===== config.mk =====
export PLATFORM = sky130hd
export DESIGN_NAME = id_ex_stage
export DESIGN_NICKNAME = d
export VERILOG_FILES = /design/src/rtl/rv32_pkg.sv /design/src/rtl/fwd_unit.sv /design/src/rtl/id_ex_stage.sv
export SDC_FILE = /design/constraint.sdc
export NUM_CORES = 1
export LEC_CHECK = 0
export ABC_CLOCK_PERIOD_IN_PS = 6800
export CORE_UTILIZATION = 30
export CTS_CLUSTER_SIZE = 28
export DETAILED_ROUTE_END_ITERATION = 10
export DONT_BUFFER_PORTS = 1
export HOLD_SLACK_MARGIN = 0.03
export PLACE_DENSITY = 0.53
export SETUP_SLACK_MARGIN = 0.3
export SLEW_MARGIN = 20
export SYNTH_ARGS = -nofsm -noshare
export SYNTH_HDL_FRONTEND = slang
export SYNTH_SLANG_ARGS = --single-unit
export TNS_END_PERCENT = 30

===== constraint.sdc =====
create_clock -name clk -period 6.8 [get_ports clk]
set_input_delay 2.04 -clock clk [delete_from_list [all_inputs] [get_ports clk]]
set_output_delay 2.04 -clock clk [all_outputs]
set_load 0.005 [all_outputs]

===== src/rtl/rv32_pkg.sv =====
// Shared encodings for the RV32 ID/EX stage: ALU opcodes, operand selects,
// forwarding source select and the registered EX control word.
package rv32_pkg;

    localparam logic [3:0] ALU_ADD  = 4'b0000;
    localparam logic [3:0] ALU_SUB  = 4'b0001;
    localparam logic [3:0] ALU_SLL  = 4'b0010;
    localparam logic [3:0] ALU_SLT  = 4'b0011;
    localparam logic [3:0] ALU_SLTU = 4'b0100;
    localparam logic [3:0] ALU_XOR  = 4'b0101;
    localparam logic [3:0] ALU_SRL  = 4'b0110;
    localparam logic [3:0] ALU_SRA  = 4'b0111;
    localparam logic [3:0] ALU_OR   = 4'b1000;
    localparam logic [3:0] ALU_AND  = 4'b1001;

    typedef enum logic [1:0] {
        ASEL_RS1   = 2'b00,
        ASEL_PC    = 2'b01,
        ASEL_ZERO  = 2'b10,
        ASEL_ZERO2 = 2'b11
    } asel_e;

    typedef enum logic {
        BSEL_RS2 = 1'b0,
        BSEL_IMM = 1'b1
    } bsel_e;

    typedef enum logic [1:0] {
        FWD_NONE = 2'b00,
        FWD_MEM  = 2'b01,
        FWD_WB   = 2'b10
    } fwd_sel_e;

    typedef struct packed {
        logic       valid;
        logic       reg_write;
        logic       mem_read;
        logic       mem_write;
        logic [3:0] alu_op;
        asel_e      asel;
        bsel_e      bsel;
        logic [4:0] rd;
        logic [4:0] rs1;
        logic [4:0] rs2;
    } ex_ctrl_t;

endpackage


===== src/rtl/fwd_unit.sv =====
// Picks the forwarding source for one EX operand; EX/MEM beats MEM/WB and
// x0 is never forwarded.
module fwd_unit
    import rv32_pkg::*;
(
    input  logic [4:0] i_rs,
    input  logic [4:0] i_mem_rd,
    input  logic       i_mem_reg_write,
    input  logic [4:0] i_wb_rd,
    input  logic       i_wb_reg_write,
    output fwd_sel_e   o_sel
);

    always_comb begin
        o_sel = FWD_NONE;
        if (i_rs != 5'd0) begin
            if (i_mem_reg_write && (i_mem_rd == i_rs))
                o_sel = FWD_MEM;
            else if (i_wb_reg_write && (i_wb_rd == i_rs))
                o_sel = FWD_WB;
        end
    end

endmodule


===== src/rtl/id_ex_stage.sv =====
// ID/EX pipeline register with load-use stall detection, bubble insertion
// and combinational EX/MEM and MEM/WB operand forwarding.
module id_ex_stage
    import rv32_pkg::*;
#(
    parameter int XLEN = 32
) (
    input  logic            clk,
    input  logic            rst_n,
    input  logic            id_valid,
    input  logic [XLEN-1:0] id_pc,
    input  logic [XLEN-1:0] id_rs1_data,
    input  logic [XLEN-1:0] id_rs2_data,
    input  logic [XLEN-1:0] id_imm,
    input  logic [4:0]      id_rs1,
    input  logic [4:0]      id_rs2,
    input  logic [4:0]      id_rd,
    input  logic [3:0]      id_alu_op,
    input  logic [1:0]      id_asel,
    input  logic            id_bsel,
    input  logic            id_reg_write,
    input  logic            id_mem_read,
    input  logic            id_mem_write,
    input  logic            flush,
    input  logic [4:0]      mem_rd,
    input  logic            mem_reg_write,
    input  logic [XLEN-1:0] mem_result,
    input  logic [4:0]      wb_rd,
    input  logic            wb_reg_write,
    input  logic [XLEN-1:0] wb_result,
    output logic            stall,
    output logic            ex_valid,
    output logic            ex_reg_write,
    output logic            ex_mem_read,
    output logic            ex_mem_write,
    output logic [4:0]      ex_rd,
    output logic [XLEN-1:0] ex_pc,
    output logic [XLEN-1:0] ex_a,
    output logic [XLEN-1:0] ex_b,
    output logic [XLEN-1:0] ex_store_data,
    output logic [3:0]      ex_alu_op,
    output logic [31:0]     bubble_count
);

    ex_ctrl_t        r_ctrl;
    logic [XLEN-1:0] r_pc;
    logic [XLEN-1:0] r_rs1_data;
    logic [XLEN-1:0] r_rs2_data;
    logic [XLEN-1:0] r_imm;
    logic [31:0]     r_bubble_count;

    logic            w_stall;
    logic            w_bubble;
    ex_ctrl_t        w_id_ctrl;
    fwd_sel_e        w_fwd1_sel;
    fwd_sel_e        w_fwd2_sel;
    logic [XLEN-1:0] w_rs1_fwd;
    logic [XLEN-1:0] w_rs2_fwd;

    // Load in EX whose destination is read by ID must wait one cycle.
    assign w_stall = id_valid && r_ctrl.valid && r_ctrl.mem_read && (r_ctrl.rd != 5'd0) &&
                     ((r_ctrl.rd == id_rs1) || (r_ctrl.rd == id_rs2));
    assign w_bubble = flush || w_stall || !id_valid;

    always_comb begin
        w_id_ctrl           = '0;
        w_id_ctrl.valid     = 1'b1;
        w_id_ctrl.reg_write = id_reg_write;
        w_id_ctrl.mem_read  = id_mem_read;
        w_id_ctrl.mem_write = id_mem_write;
        w_id_ctrl.alu_op    = id_alu_op;
        w_id_ctrl.asel      = asel_e'(id_asel);
        w_id_ctrl.bsel      = bsel_e'(id_bsel);
        w_id_ctrl.rd        = id_rd;
        w_id_ctrl.rs1       = id_rs1;
        w_id_ctrl.rs2       = id_rs2;
    end

    always_ff @(posedge clk or negedge rst_n) begin
        if (!rst_n) begin
            r_ctrl     <= '0;
            r_pc       <= '0;
            r_rs1_data <= '0;
            r_rs2_data <= '0;
            r_imm      <= '0;
        end else if (w_bubble) begin
            r_ctrl     <= '0;
            r_pc       <= '0;
            r_rs1_data <= '0;
            r_rs2_data <= '0;
            r_imm      <= '0;
        end else begin
            r_ctrl     <= w_id_ctrl;
            r_pc       <= id_pc;
            r_rs1_data <= id_rs1_data;
            r_rs2_data <= id_rs2_data;
            r_imm      <= id_imm;
        end
    end

    // Only load-use bubbles are counted; a flush overrides the stall.
    always_ff @(posedge clk or negedge rst_n) begin
        if (!rst_n)
            r_bubble_count <= 32'd0;
        else if (w_stall && !flush)
            r_bubble_count <= r_bubble_count + 32'd1;
    end

    fwd_unit u_fwd_rs1 (
        .i_rs            (r_ctrl.rs1),
        .i_mem_rd        (mem_rd),
        .i_mem_reg_write (mem_reg_write),
        .i_wb_rd         (wb_rd),
        .i_wb_reg_write  (wb_reg_write),
        .o_sel           (w_fwd1_sel)
    );

    fwd_unit u_fwd_rs2 (
        .i_rs            (r_ctrl.rs2),
        .i_mem_rd        (mem_rd),
        .i_mem_reg_write (mem_reg_write),
        .i_wb_rd         (wb_rd),
        .i_wb_reg_write  (wb_reg_write),
        .o_sel           (w_fwd2_sel)
    );

    always_comb begin
        case (w_fwd1_sel)
            FWD_MEM: w_rs1_fwd = mem_result;
            FWD_WB:  w_rs1_fwd = wb_result;
            default: w_rs1_fwd = r_rs1_data;
        endcase
        case (w_fwd2_sel)
            FWD_MEM: w_rs2_fwd = mem_result;
            FWD_WB:  w_rs2_fwd = wb_result;
            default: w_rs2_fwd = r_rs2_data;
        endcase
    end

    always_comb begin
        case (r_ctrl.asel)
            ASEL_RS1: ex_a = w_rs1_fwd;
            ASEL_PC:  ex_a = r_pc;
            default:  ex_a = '0;
        endcase
        ex_b = (r_ctrl.bsel == BSEL_IMM) ? r_imm : w_rs2_fwd;
    end

    assign stall         = w_stall;
    assign ex_valid      = r_ctrl.valid;
    assign ex_reg_write  = r_ctrl.reg_write;
    assign ex_mem_read   = r_ctrl.mem_read;
    assign ex_mem_write  = r_ctrl.mem_write;
    assign ex_rd         = r_ctrl.rd;
    assign ex_alu_op     = r_ctrl.alu_op;
    assign ex_pc         = r_pc;
    assign ex_store_data = w_rs2_fwd;
    assign bubble_count  = r_bubble_count;

endmodule


## Word level (Yosys, flattened, before mapping)

Cells that the tools add are included.

- Output and inout bits: 174
- Input port bits: 233
- Logic and storage cells: 60
- Bits in registers: 186

- $add $sub $neg: 1
- Eq/ne operators: 11
- Mux-type cells: 15
- Reduce and logical (&&, ||, !) cells: 18

Operators by type and width:

| cell | count |
|---|---|
| $pmux 32 s2 | 3 |
| $mux 32 | 5 |
| $add 32x1->32 const B | 1 |
| $eq 5x5->1 | 6 |
| $mux 26 | 1 |
| $reduce_bool 5->1 | 3 |
| $mux 2 | 6 |
| $logic_and 1x1->1 | 9 |
| $eq 2x1->1 const B | 3 |
| $eq 2x2->1 const B | 2 |
| $logic_or 1x1->1 | 3 |
| $logic_not 1->1 | 2 |
| $logic_not 2->1 | 1 |

## Longest topological paths before layout

Gate-level depths: netlist (run 1).

- Word-level depth: 8
- Depth in mapped cells: 11
- Depth with buffers taken out: 10

## Modules after synthesis

From an unflattened synthesis (run 1), not the netlist that was laid out.

- Cells, all modules: 877
- Area total of the unflattened synthesis: 9011.1 µm²

Modules (own cells, without submodules):

| module | cells an instance | sequential area each (µm²) | area an instance (µm²) | instances |
|---|---|---|---|---|
| id_ex_stage | 841 | 4654.5 | 8740.9 | 1 |
| fwd_unit | 18 | 0.0 | 135.1 | 2 |

## Least setup slack after synthesis (run 1)

OpenSTA, ideal clock, no wires.

- Path type: input to output
- From: in mem_rd[2]
- To: out ex_b[10]
- Stages on the path: 9
- Data required time: 4760 ps
- Data arrival time: 4111 ps
- Slack: 649 ps
- Path buffers: 2
- Cells stage by stage: xor2_1 -> nor4_1 -> and3_1 -> or4_1 -> ha_1 -> clkbuf_1 -> clkbuf_1 -> o21ai_0 -> mux2_2

- Cells in the longest elaborated chain, start to end: 7
- Elaborated cells on any way between the ends: 8
- Those cells by class: 3 x eq/ne; 4 x mux; 1 x reduce/logical

Ends and longest elaborated chain:

| item | line | source |
|---|---|---|
| from (decl) | id_ex_stage.sv:25 | `input logic [4:0] mem_rd,` |
| $eq 5x5->1 * | fwd_unit.sv:17 | `if (i_mem_reg_write && (i_mem_rd == i_rs))` |
| $logic_and 1x1->1 * | fwd_unit.sv:17 |  |
| $mux 2 * | fwd_unit.sv:17 |  |
| $mux 2 * | fwd_unit.sv:16 | `if (i_rs != 5'd0) begin` |
| $eq 2x2->1 or $eq 2x1->1 (tied branches) | id_ex_stage.sv:133 | `case (w_fwd2_sel)` |
| $pmux 32 s2 * | id_ex_stage.sv:133 |  |
| via ex_store_data[10] | id_ex_stage.sv:40 | `output logic [XLEN-1:0] ex_store_data,` |
| $mux 32 * | id_ex_stage.sv:146 | `ex_b = (r_ctrl.bsel == BSEL_IMM) ? r_imm : w_rs2_fwd;` |
| to (decl) | id_ex_stage.sv:39 | `output logic [XLEN-1:0] ex_b,` |

Mark *: on every way through the listed nets, which the timed path passes. The rest lies on a longest branch.

## Worst setup path after layout (run 1)

- From: in mem_rd[0]
- To: out ex_a[7]

- Cells in the longest elaborated chain, start to end: 7
- Elaborated cells on any way between the ends: 8
- Those cells by class: 3 x eq/ne; 4 x mux; 1 x reduce/logical

Ends and longest elaborated chain:

| item | line | source |
|---|---|---|
| $eq 5x5->1 * | fwd_unit.sv:17 |  |
| $logic_and 1x1->1 * | fwd_unit.sv:17 |  |
| $mux 2 * | fwd_unit.sv:17 |  |
| $mux 2 * | fwd_unit.sv:16 |  |
| $eq 2x2->1 or $eq 2x1->1 (tied branches) | id_ex_stage.sv:128 | `case (w_fwd1_sel)` |
| $pmux 32 s2 * | id_ex_stage.sv:128 |  |
| $pmux 32 s2 * | id_ex_stage.sv:141 | `case (r_ctrl.asel)` |
| to (decl) | id_ex_stage.sv:38 | `output logic [XLEN-1:0] ex_a,` |

Mark *: on every way between the ends. The rest lies on a longest branch, timed or not.

==> results_dict.tcl, run 1 <==
set metrics [dict create \
    synth.top_cell.area_share 0.516 \
    switchingPower_w 0.000578 \
    yosysMostFrequentCell "dfrtp_1" \
    synthTopCellsByArea "dfrtp_1, and2_1, mux2_2, xor2_1, a221oi_1" \
    cts_setup_buffers 0 \
    setup_viol 0 \
    p_int_w 0.00184 \
    synth_ff_type "dfrtp_1" \
    drt-vias-per-instance 5.23 \
    fin_area_mm2 0.0104 \
    initial_core_util 0.305 \
    io_pins 407 \
    clock_latency_ps 460 \
    hold_class "flop to flop" \
    async_reset_ff_frac 1.00 \
    synth_top_cell_by_area "dfrtp_1" \
    finalNonFillerCells 1295 \
    hp-start "bubble_count[31]" \
    die_w_um 175 \
    drc 0 \
    rsz0062_at_grt "yes" \
    fp.dieH_um 175 \
    min_period_ps 6400 \
    grt_most_used_layer "met2" \
    core_mm2 0.0296 \
    synth_cell_type_count 36 \
    use_met3 0.0753 \
    ys_ff_latch 186 \
    grtUsageTotal 0.207 \
    drt_wl_total_um 32000 \
    final_core_util 0.351 \
    post-place-cells 1261 \
    synth_edf_count 0 \
    grt_max_degree 187 \
    globalRouteMet1Util 0.229 \
    fin_skew_ps 14.9 \
    drt_first_iter_violations 385 \
    pwr-share-comb 0.066 \
    fmax_ghz 0.156 \
    netlist_top_cells_count "dfrtp_1, and2_1, clkbuf_1" \
    p_seq_frac 0.479 \
    hold_viol_final 0 \
    grt_first_pass_wirelength_um 46000 \
    cts_sinks 186 \
    antenna_left 0 \
    regToRegStartpoint "ex_rd[2]" \
    synth_fp_nets 1120 \
    htree_levels 4 \
    grt_pass1_vias 6766 \
    final_max_slew_viol_count 0 \
    numCtsBuffers 17 \
    yosysWarnings 0 \
    clockBufferDepth 2 \
    crit_arrival_ps 4360 \
    required_ps 4760 \
    drt_pass1_iterations 5 \
    clockPowerShare 0.455 \
    vias 6773 \
    syn_to_final_growth_pct 15.2 \
    rows 63 \
    crit_start "mem_rd[0]" \
    powerDensity_mw_per_mm2 233 \
    cts-root-buf "clkbuf_16" \
    cp_max_fo 18 \
    synth_area_mm2 0.00902 \
    dp_hpwl_um 24000 \
    finalCritPeriodShare 0.941 \
    synthCells 882 \
    status "finished clean" \
    layout.nets 1128 \
    end_kind "primary output" \
    switching_share 0.238 \
    clk_pin_slew_ps 70 \
    cap_violations 0 \
    peakVddDrop_uv 138 \
    synth_seq_area_share 0.516 \
    antenna_found_initial 4 \
    gpl.final_weighted_congestion 0.820 \
    relSlewSlack 0.308 \
    place_ws_ps 166 \
    cts_tree "built" \
    placed_cell_area_mm2 0.00969 \
    post_drt_wl_per_cell_um 24.7 \
    setup_tns_ps 0 \
    worst_pin_slew_ps 1040 \
    die-area_mm2 0.0308 \
    syn_avg_cell_area_um2 10.2 \
    layout-drive-gt1-share 0.153 \
    overflow 0 \
    port_buffers 0 \
    grt.met2_usage 0.362 \
    setup_ws_ps 403 \
    leakagePower_nw 4.71 \
    crit_type "input pin to primary output" \
    critPathLaunchType "input pin" \
]
metrics by stage:
step	hold WS, ps	power (W)
2_1_floorplan	465	0.00129
6_report	505	0.00242
4_1_cts	521	0.00246
3_3_place_gp	505	0.00134
3_5_place_dp	511	0.00134
5_1_grt	536	0.00252
state kept, by name, indices dropped and copies added, names as in the netlist:
register,count
bubble_count,32
ex_mem_read,1
ex_reg_write,1
ex_pc,32
ex_mem_write,1
r_ctrl,13
ex_valid,1
r_imm,32
ex_alu_op,4
ex_rd,5
r_rs1_data,32
r_rs2_data,32
worst max-delay path, cell delays in order:
cell and delay (ps):
xor2_1 140, nor4_1 70, and3_1 200, or4_4 550
ha_4 220, buf_4 210, a221oi_1 530, nor3_1 130
a21oi_1 180, nor2_1 80
path summary, 6_finish.rpt:
kind / slack (ps) / end / depth (start not counted)
setup / recovery: 400 / ex_a[7] / 10
hold / removal: 510 / bubble_count[31] / 1
setup reg to reg: 4150 / r_imm[8] / 5
hold reg to reg: 510 / bubble_count[31] / 1
max in group asynchronous: 5070 / r_rs1_data[18] / 0
min in group asynchronous: 1280 / bubble_count[16] / 0
cell families (layout without fill, tap and decap cells):
family / after synthesis / count (layout) / share of synthesized area
mux: 33 / 33 / 0.0412
compound gates: 133 / 133 / 0.0988
xor+xnor: 61 / 61 / 0.0592
simple gates: 387 / 387 / 0.240
fa+ha+maj: 5 / 5 / 0.00693
other cells: 0 / 2 / 0
flops: 186 / 186 / 0.516
buf+inv: 77 / 98 / 0.0384
power by group through the flow:
stage                     Combinational [W]  Clock (W)  Sequential (W)
after floorplan                    0.000118          0         0.00117
after global placement             0.000160          0         0.00118
after detailed placement           0.000161          0         0.00118
after CTS                          0.000162    0.00113         0.00116
after global routing               0.000178    0.00117         0.00116
final                              0.000160    0.00110         0.00116
final cells by class:
type,instances,area (um2)
repair buffers,62,507
well taps,390,488
flip-flops and latches,186,4660
clock inverters,12,185
clock buffers,20,447
inverters,4,15.0
fillers,3022,19200
diodes,2,5.00
multi-input cells,619,4100
layer usage:
metal / vias to the layer above / wire, um / share of wire
li1: 3052 / - / -
met1: 3360 / 11800 / 0.37
met2: 320 / 16500 / 0.52
met3: 37 / 2850 / 0.089
met4: 4 / 821 / 0.026
met5: - / 23 / 0.00072
what timing repair did:
item | in CTS | in global routing
pin swaps | 0 | 0
setup endpoints to repair | 10 | 27
hold buffers | 0 | 0
resized for setup | 6 | 7
placed cells by master (no fill, tap or decap), types with 10 or more instances in the layout:
cell	instances
a21oi_1	32
a221oi_1	29
a22oi_1	32
and2_1	153
buf_4	58
clkbuf_16	17
dfrtp_1	185
mux2_2	33
nand2_1	49
nand3_1	14
nand4_1	10
nor2_1	40
nor2b_1	32
nor3_1	39
nor4_1	20
o21ai_0	32
xnor2_1	23
xor2_1	38
(Power assumes the default switching activity.)
==> inputs of run 2 (changes only) <==
ABC_CLOCK_PERIOD_IN_PS = 8200   (was 6800)
clock period = 8.2 ns   (was 6.8 ns; I/O delays follow)
==> run 2 against run 1 <==
Compared with the run above: sequential share of layout area up 1.8 points; clock power down 16%; routed wire length up 0.39%; worst setup slack better by 210 ps; combinational power down 24%; clock-buffer cell count down 1; non-clock buffer count down 41; utilization down 1.4 points; first-iteration DRC count down 8.1%; cell count down 3.4%; die area unchanged; design area down 3.9%; critical endpoint is now ex_a[22]; largest cell class unchanged.
==> results_dict.tcl, run 2 (same netlist as run 1, synthesis figures left out) <==
set metrics [dict create \
    hold_class "flop to flop" \
    worstPathCellList "xor2_1, nor4_1, and3_1, or4_1, ha_2, buf_6, a221oi_1, nor3_1, a21oi_1, nor2_1" \
    crit_type "input pin to primary output" \
    drt-vias-per-instance 5.32 \
    cts_tree "built" \
    clk_pin_slew_ps 70 \
    drt_first_iter_violations 354 \
    htree_levels 4 \
    antenna_found_initial 4 \
    crit_arrival_ps 5130 \
    required_ps 5740 \
    r2r_cells 5 \
    grt_pass1_vias 6656 \
    leakagePower_nw 4.46 \
    rsz0062_at_grt "no" \
    layout.nets 1087 \
    cts_sinks 186 \
    numCtsBuffers 17 \
    hold_viol_final 0 \
    peakVddDrop_uv 143 \
    cts_setup_buffers 0 \
    min_period_ps 7590 \
    drc 0 \
    postCtsHoldBufs 0 \
    syn_to_final_growth_pct 10.7 \
    die_w_um 175 \
    placed_cell_area_mm2 0.00935 \
    cap_violations 0 \
    initial_core_util 0.305 \
    vias 6650 \
    clock_latency_ps 460 \
    drt_pass1_iterations 4 \
    hold_ws_ps 517 \
    holdPathStages 1 \
    worst_pin_slew_ps 1000 \
    fp.dieH_um 175 \
    layout-drive-gt1-share 0.102 \
    grt_first_pass_wirelength_um 45800 \
    finalCritPeriodShare 0.925 \
    io_pins 407 \
    setup_viol 0 \
    overflow 0 \
    cpMaxStageDelayCell "a221oi_1" \
    gpl.final_weighted_congestion 0.815 \
    dp_hpwl_um 23800 \
    final_max_slew_viol_count 0 \
    die-area_mm2 0.0308 \
    cp_max_fo 50 \
    setup_tns_ps 0 \
    fin_skew_ps 15.5 \
    place_ws_ps 436 \
    rows 63 \
    post_drt_wl_per_cell_um 25.7 \
    end_kind "primary output" \
    layout_common_cells "dfrtp_1, and2_1, nand2_1" \
    grtUsageTotal 0.207 \
    clockBufferDepth 2 \
    fin_area_mm2 0.00999 \
    cts-root-buf "clkbuf_16" \
    fmax_ghz 0.132 \
    antenna_left 0 \
    relSlewSlack 0.332 \
    critPathMaxStageDelay_ps 730 \
    critPathLaunchType "input pin" \
    status "finished clean" \
    core_mm2 0.0296 \
    grt_max_degree 187 \
    port_buffers 0 \
    drt_wl_total_um 32100 \
    setup_ws_ps 612 \
    powerDensity_mw_per_mm2 201 \
    layout_commonest_cell "dfrtp_1" \
]
-- run 2: changes by cell type in the layout (fill, tap and decap cells not counted), moves of 2 or more --
cell / previous run / this run
nor2b_2: 2 / 0
a221oi_2: 3 / 0
clkinvlp_4: 1 / 3
ha_2: 0 / 2
a221oi_1: 29 / 32
inv_6: 4 / 1
buf_12: 3 / 0
nor2b_1: 32 / 34
buf_4: 58 / 19
ha_4: 3 / 0
-- run 2: worst max-delay path, delay by kind of cell --
| kind | cells | cell delay [ps] |
|---|---|---|
| fa+ha+maj | 1 | 410 |
| buf+inv | 1 | 270 |
| xor+xnor | 1 | 130 |
| simple gates | 5 | 980 |
| compound gates | 2 | 880 |
-- run 2: final timing paths --
check	start	end	slack (ps)
max in group asynchronous	rst_n	r_imm[25]	6120
min reg2reg	bubble_count[31]	bubble_count[31]	520
max	mem_rd[0]	ex_a[22]	610
max reg2reg	ex_rd[2]	ex_pc[16]	5130
min in group asynchronous	rst_n	bubble_count[28]	1700
min	bubble_count[31]	bubble_count[31]	520
-- run 2: stage by stage --
step / power, W / utilization / std cells
global placement: 0.00110 / 0.315 / 1220
global route: 0.00208 / 0.337 / 1251
CTS: 0.00204 / 0.337 / 1250
finish: 0.00201 / 0.337 / 1251
detailed placement: 0.00110 / 0.315 / 1220
floorplan: 0.00107 / - / 882
-- run 2: layout make-up --
| cell class | instances | area (um2) |
|---|---|---|
| Multi-Input combinational cell | 619 | 4030 |
| Clock buffer | 19 | 443 |
| Clock inverter | 11 | 195 |
| Fill cell | 3039 | 19600 |
| Timing Repair Buffer | 21 | 165 |
| Tap cell | 390 | 488 |
| Inverter | 4 | 15.0 |
| Antenna cell | 1 | 2.50 |
| Sequential cell | 186 | 4660 |
-- run 2: per-layer routing --
metal,global-route usage,vias up,share of wire
met5,0,-,0.0011
met4,0.0942,6,0.037
met3,0.0874,49,0.10
met2,0.353,322,0.50
met1,0.223,3308,0.36
li1,-,2965,-
-- run 2: power by group --
group	switching [W]	total, W	internal, W
clock	0.000378	0.000925	0.000547
sequential	0.0000173	0.000963	0.000946
combinational	0.0000696	0.000121	0.0000516
total	0.000465	0.00201	0.00154
-- run 2: what timing repair did --
item,CTS,global route
hold endpoints to repair,0,0
setup endpoints to repair,0,1
resized for setup,0,1
==> inputs of run 3 (changes only) <==
RECOVER_POWER = 50   (was default)
==> run 3 against run 2 <==
Compared with the run above: die area is the same; worst setup slack improved by 39 ps; fmax grew 0.51%; critical endpoint unchanged; largest cell class unchanged; largest power group unchanged.
==> results_dict.tcl, run 3 (same netlist as run 1, synthesis figures left out) <==
set metrics [dict create \
    layout-drive-gt1-share 0.100 \
    crit_type "input pin to primary output" \
    port_buffers 0 \
    initial_core_util 0.305 \
    peakVddDrop_uv 143 \
    clock_latency_ps 460 \
    die_w_um 175 \
    cp_max_fo 50 \
    hold_viol_final 0 \
    final_max_slew_viol_count 0 \
    clockBufferDepth 2 \
    gpl.final_weighted_congestion 0.815 \
    postCtsHoldBufs 0 \
    cap_violations 0 \
    htree_levels 4 \
    cts_setup_buffers 0 \
    fp.dieH_um 175 \
    fmax_ghz 0.132 \
    relSlewSlack 0.0160 \
    grtUsageTotal 0.207 \
    critPathLaunchType "input pin" \
    crit_buf_inv 1 \
    core_mm2 0.0296 \
    grt_pass1_vias 6656 \
    required_ps 5740 \
    grt_first_pass_wirelength_um 45800 \
    die-area_mm2 0.0308 \
    min_period_ps 7550 \
    overflow 0 \
    grt_most_used_layer "met2" \
    final_core_util 0.337 \
    cpMaxStageDelayCell "a221oi_1" \
    worst_pin_slew_ps 1480 \
    drt_pass1_iterations 5 \
    crit_arrival_ps 5090 \
    dp_hpwl_um 23800 \
    leakagePower_nw 4.44 \
    layout.nets 1087 \
    fill_cells 3042 \
    clk_pin_slew_ps 70 \
    rows 63 \
    rsz0062_at_grt "no" \
    io_pins 407 \
    antenna_found_initial 4 \
    drt-vias-per-instance 5.32 \
    critPathMaxStageDelay_ps 690 \
    drt_wl_total_um 32200 \
    hold_class "flop to flop" \
    antenna_left 0 \
    layout_common_cells "dfrtp_1, and2_1, nand2_1" \
    status "finished clean" \
    powerDensity_mw_per_mm2 201 \
    path_delay_family "simple AND/OR/NAND/NOR gates" \
    use_met3 0.0874 \
    cts-root-buf "clkbuf_16" \
    place_ws_ps 436 \
    numCtsBuffers 17 \
    drc 0 \
    vias 6660 \
    ctsResizeCount 0 \
    drt_first_iter_violations 387 \
    grt_max_degree 187 \
    setup_tns_ps 0 \
    syn_to_final_growth_pct 10.6 \
    finalCritPeriodShare 0.921 \
    cts_tree "built" \
    setup_ws_ps 651 \
    cts_sinks 186 \
    layout_commonest_cell "dfrtp_1" \
    fin_skew_ps 16.1 \
    setup_viol 0 \
    worstPathCellList "xor2_1, nor4_1, and3_1, or4_1, ha_2, buf_6, a221oi_1, nor3_1, a21oi_1, nor2_1" \
    grt.met2_usage 0.353 \
    globalRouteMet1Util 0.223 \
    end_kind "primary output" \
    post_drt_wl_per_cell_um 25.7 \
    r2r_slack_ps 4440 \
]
-- run 3: cell types whose count changed in the layout (fill, tap and decap cells not counted) --
cell and change:
and2_0 +23, and2_1 -23, a21oi_1 +1, a21oi_4 -1, o22a_1 +1, o22a_2 -1
-- run 3: layer usage --
metal,wire length [um],part of all wire
met1,11500,0.36
met2,16100,0.50
met3,3240,0.10
met4,1240,0.038
met5,35,0.0011
-- run 3: layout make-up --
class / count / area [um2] / area share
clock inverters: 11 / 195 / 0.0196
flip-flops and latches: 186 / 4660 / 0.466
repair buffers: 21 / 165 / 0.0165
multi-input cells: 619 / 4020 / 0.402
diodes: 1 / 2.50 / 0.000251
inverters: 4 / 15.0 / 0.00150
clock buffers: 19 / 443 / 0.0444
well taps: 390 / 488 / 0.0489
-- run 3: path summary, 6_finish.rpt --
check,start,end,depth (start not counted)
min,bubble_count[31],bubble_count[31],1
min in group asynchronous,rst_n,bubble_count[14],0
max in group asynchronous,rst_n,r_imm[15],0
min reg2reg,bubble_count[31],bubble_count[31],1
max,mem_rd[0],ex_a[22],10
max reg2reg,ex_rd[2],ex_pc[16],5
-- run 3: report_power, final --
group	switching [W]	total, W	internal [W]
registers	0.0000173	0.000963	0.000946
clock network	0.000378	0.000924	0.000547
logic	0.0000694	0.000120	0.0000510
total	0.000464	0.00201	0.00154
-- run 3: metrics by stage --
step / total power (W) / cell area [um2] / hold slack [ps] / std cells
5_1_grt: 0.00208 / 9980 / 540 / 1251
6_report: 0.00201 / 9980 / 517 / 1251
2_1_floorplan: 0.00107 / 9020 / 465 / 882
4_1_cts: 0.00204 / 9980 / 529 / 1250
3_3_place_gp: 0.00110 / 9350 / 510 / 1220
3_5_place_dp: 0.00110 / 9350 / 519 / 1220
